## src/rtl/seq_div_pkg.sv

```systemverilog
// Shared types and default widths for the sequential restoring divider.
// Latency: none (declarations only).
// Backpressure: not applicable.
package seq_div_pkg;

  localparam int DW_DEF = 8;  // dividend / quotient width
  localparam int VW_DEF = 4;  // divisor / remainder width

  typedef enum logic [1:0] {
    ST_IDLE = 2'd0,
    ST_CALC = 2'd1,
    ST_DONE = 2'd2
  } state_t;

endpackage

```

## src/rtl/div_step.sv

```systemverilog
// One restoring-division step: shift in a dividend bit, conditionally subtract.
// Latency: purely combinational.
// Backpressure: none; evaluated every cycle by the parent.
module div_step #(
  parameter int VW = 4
) (
  input  logic [VW:0]   prem_in,
  input  logic          bit_in,
  input  logic [VW-1:0] divisor,
  output logic [VW:0]   prem_out,
  output logic          q_bit
);

  logic [VW:0] shifted;
  logic [VW:0] dvs_ext;

  // The incoming remainder is always below the divisor, so its top bit is
  // zero and dropping it on the shift loses nothing.
  always_comb begin
    shifted  = {prem_in[VW-1:0], bit_in};
    dvs_ext  = {1'b0, divisor};
    q_bit    = (shifted >= dvs_ext);
    prem_out = q_bit ? (shifted - dvs_ext) : shifted;
  end

endmodule

```

## src/rtl/seq_divider.sv

```systemverilog
// Sequential unsigned divider, one quotient bit per clock (restoring, MSB first).
// Latency: done DW edges after the accepting edge (one edge for divide-by-zero).
// Backpressure: start is ignored while busy; results hold until the next accept.
module seq_divider
  import seq_div_pkg::*;
#(
  parameter int DW = DW_DEF,
  parameter int VW = VW_DEF
) (
  input  logic          clk,
  input  logic          rst,
  input  logic          start,
  input  logic [DW-1:0] dividend,
  input  logic [VW-1:0] divisor,
  output logic          busy,
  output logic          done,
  output logic [DW-1:0] quotient,
  output logic [VW-1:0] remainder,
  output logic          div_by_zero
);

  localparam int CW = $clog2(DW + 1);

  state_t        state;
  logic [DW-1:0] dvd_sr;   // remaining dividend bits, MSB next
  logic [VW-1:0] dvs_q;    // divisor captured at accept
  logic [VW:0]   prem;     // partial remainder
  logic [DW-1:0] q_acc;    // quotient bits gathered so far
  logic [CW-1:0] cnt;      // steps completed in CALC

  logic [VW:0]   prem_next;
  logic          q_bit;

  div_step #(.VW(VW)) u_step (
    .prem_in  (prem),
    .bit_in   (dvd_sr[DW-1]),
    .divisor  (dvs_q),
    .prem_out (prem_next),
    .q_bit    (q_bit)
  );

  // Control FSM plus datapath; outputs only change at accept (div_by_zero) or entry to DONE.
  always_ff @(posedge clk) begin
    if (rst) begin
      state       <= ST_IDLE;
      busy        <= 1'b0;
      done        <= 1'b0;
      quotient    <= '0;
      remainder   <= '0;
      div_by_zero <= 1'b0;
      dvd_sr      <= '0;
      dvs_q       <= '0;
      prem        <= '0;
      q_acc       <= '0;
      cnt         <= '0;
    end else begin
      case (state)
        ST_IDLE: begin
          done <= 1'b0;
          if (start) begin
            busy <= 1'b1;
            if (divisor == '0) begin
              state       <= ST_DONE;
              done        <= 1'b1;
              quotient    <= '1;
              remainder   <= '0;
              div_by_zero <= 1'b1;
            end else begin
              state       <= ST_CALC;
              dvd_sr      <= dividend;
              dvs_q       <= divisor;
              prem        <= '0;
              q_acc       <= '0;
              cnt         <= '0;
              div_by_zero <= 1'b0;
            end
          end
        end

        ST_CALC: begin
          prem   <= prem_next;
          dvd_sr <= {dvd_sr[DW-2:0], 1'b0};
          q_acc  <= {q_acc[DW-2:0], q_bit};
          cnt    <= cnt + 1'b1;
          if (cnt == CW'(DW - 1)) begin
            state     <= ST_DONE;
            done      <= 1'b1;
            quotient  <= {q_acc[DW-2:0], q_bit};
            remainder <= prem_next[VW-1:0];
          end
        end

        ST_DONE: begin
          state <= ST_IDLE;
          busy  <= 1'b0;
          done  <= 1'b0;
        end

        default: begin
          state <= ST_IDLE;
          busy  <= 1'b0;
          done  <= 1'b0;
        end
      endcase
    end
  end

endmodule
```

## config.mk

```make
export PLATFORM = sky130hd
export DESIGN_NAME = seq_divider
export DESIGN_NICKNAME = d
export VERILOG_FILES = /design/src/rtl/seq_div_pkg.sv /design/src/rtl/div_step.sv /design/src/rtl/seq_divider.sv
export SDC_FILE = /design/constraint.sdc
export NUM_CORES = 1
export LEC_CHECK = 0
export CORE_MARGIN = 8
export CORE_UTILIZATION = 57
export DETAILED_ROUTE_END_ITERATION = 10
export GPL_TIMING_DRIVEN = 1
export PLACE_DENSITY_LB_ADDON = 0.3
export SLEW_MARGIN = 20
export SYNTH_ARGS = -nofsm -noshare
export SYNTH_HDL_FRONTEND = slang
export SYNTH_SLANG_ARGS = --single-unit
export TNS_END_PERCENT = 50
```

## constraint.sdc

```tcl
create_clock -name clk -period 3.8 [get_ports clk]
set_input_delay 0.76 -clock clk [delete_from_list [all_inputs] [get_ports clk]]
set_output_delay 0.76 -clock clk [all_outputs]
set_load 0.005 [all_outputs]
```

==> out/metrics.yaml <==
reg2reg_setup_slack_ns: 1.69
wl_met3_um: 299
pre_cts_ws_ns: 0.961
drv_cap: 0
antennaDiodeCount: 0
gr-total-overflow: 0
path_cells: "clkdlybuf4s50_1, or4_4, o22ai_4, o21bai_1, a31oi_1"
clock-sinks: 44
timing.final.crit_share_pct: 65.5
mostFrequentLayoutCells: "dfxtp_1 (44), nor2_1 (42), clkdlybuf4s50_1 (28), nand2_1 (19), a21oi_1 (14)"
syn_area_per_cell_um2: 8.75
drc: 0
slew_viol_final: 0
firstDrtPassIters: 4
critical_path.top_delay_family: "compound AO/OA/AOI/OAI gates"
crit_fanout: 23
clkLatencyLatePin_ns: 0.35
hold_class: "reg2reg"
startpoint_type: "input port"
antenna_found_initial: 0
comb_power_share_pct: 17.6
syn_nets: 252
critPathRequiredTime_ns: 4.08
swShare_pct: 27.7
wl_met1_mm: 1.95
grt_pass1_wl_mm: 7.60
end_kind: "register"
dieArea_um2: 5710
critical_path_class: "in2reg"
finalCriticalPeriod_ns: 2.49
ir_drop_v: 0.000342
maxSlewHeadroom_pct: 43.4
fmax_mhz: 402
critPathArrivalTime_ns: 2.77
yosys-top-cells-area: "dfxtp_1 (44%), nor2_1 (7.8%), nand2_1 (3.5%)"
grtUsageTotal_pct: 17.2
route.met2.wl_mm: 2.19
clockBufferDepth: 2
ys_ff_latch: 44
grt_max_degree: 32
vias: 1759
fp.coreArea_um2: 3360
p_leak_nw: 0.895
final_area_um2: 2390
start_util_pct: 60.1
setup_slack_ns: 1.31
power.density_nw_per_um2: 401
drt_iter0_markers: 160
hold_buffers: 0
p_sw_mw: 0.265
synth_top_area_share_pct: 43.6
synth_edf_count: 0
grt_setup_unrepaired: "no"
synth.largest_area_cell: "dfxtp_1"
synthMuxAreaShare_pct: 0.495
ant_nets: 0
wl_per_cell_um: 14.9
fin_util_pct: 71.0
vias_per_cell: 5.82
finalSetupViolations: 0
ys_seq_area_share_pct: 43.6
final_common_cell: "dfxtp_1"
seq_power_share_pct: 52.1
cp.buffers_inverters: 1
holdWs_ns: 0.472
io_buffers: 29
async_reset_ff_share_pct: 0
final.setup.tns_ns: 0
grt_pass1_vias: 1690
post_cts_resized: 0
routed_wirelength_mm: 4.51
synth_area_um2: 2020
path_clk_slew_ns: 0.13
pwr-share-clk_pct: 30.3
clock_skew_ns: 0.0120
synth_compound_area_share_pct: 25.0
fin_nets: 276
post-cts-setup-buffer-count: 0
crit_path_max_incr_delay_ns: 0.61
synthXorXnorAreaFrac_pct: 1.30
synth_simple_gate_area_share_pct: 20.0
crit_slowest_cell: "or4_4"
areaGrowthSynthToFinish_pct: 18.1
htreeDepth: 2
cts-root-buf: "clkbuf_4"
synthFlopType: "dfxtp_1"
synth_top_family_by_area: "compound AO/OA/AOI/OAI gates"
hpwl_mm: 3.13
netlist_instances: 231
synth_warnings: 0
placementRows: 21
tightest_slew_ns: 0.849
finalHoldViolCount: 0
dp.cells: 294
ios: 30
cts_buffers: 5
die_h_um: 75.5
die_x_um: 75.5
outcome: "finished clean"
drive_above_1_share_pct: 8.98
power_mw: 0.956
final-instance-count-excl-fill: 302
synth.distinct_cells: 42
cts_tree: "yes"
gp_congestion: 0.897
synthAdderAreaFrac_pct: 4.09
routed.top_layer: "met4"
intPower_mw: 0.691
placed_area_um2: 2320
tightest hold or removal path, cell delays in order (launching register included):
cell     delay (ns)
dfxtp_1        0.33
nand2_1        0.05
a21oi_1        0.05
sequential cells by signal, summed over array words and instances (netlist names):
signal       count
prem             4
quotient         8
dvd_sr           8
state            2
busy             1
dvs_q            4
q_acc            7
remainder        4
div_by_zero      1
cnt              4
done             1
cells by family after synthesis:
logic type / after synthesis
AND/OR/NAND/NOR: 86
adder cells (fa/ha/maj): 6
multiplexers: 1
buffers and inverters: 24
AO/OA/AOI/OAI: 67
XOR/XNOR: 3
flip-flops: 44
Yosys cell counts, types with 4 or more instances:
cell       n
a211oi_1   7
a211oi_2   5
a21oi_1   14
a22oi_1    7
a311oi_1   8
a31oi_1    7
clkbuf_1   9
dfxtp_1   44
ha_1       5
inv_1      8
nand2_1   19
nor2_1    42
o211ai_1   4
o21bai_1   5
final timing paths:
| path | start | cells past startpoint | endpoint |
|---|---|---|---|
| worst max-delay path | divisor[3] | 5 | remainder[0] |
| worst min-delay path | dvd_sr[0] | 2 | dvd_sr[0] |
| worst max register to register | state[1] | 4 | remainder[0] |
| worst min register to register | dvd_sr[0] | 2 | dvd_sr[0] |
final cells by class:
class	instances	area, µm²
multi-input combinational	163	1030
fill	290	976
sequential	44	881
timing repair buffer	33	315
tap	46	57.6
clock buffer	6	41.3
clock inverter	2	35.0
inverter	8	30.0
power groups by stage:
stage,registers (mW),clock network [mW],logic [mW]
after floorplan,0.505,0,0.118
after global placement,0.508,0,0.164
after detailed placement,0.508,0,0.167
after CTS,0.498,0.291,0.169
after global routing,0.502,0.313,0.188
final,0.498,0.290,0.168
routing by layer:
layer,GRT usage [%],vias up
met4,6.61,0
met5,0,-
met3,3.68,7
li1,-,880
met1,21.0,811
met2,28.7,61
(Power assumes the default switching activity.)
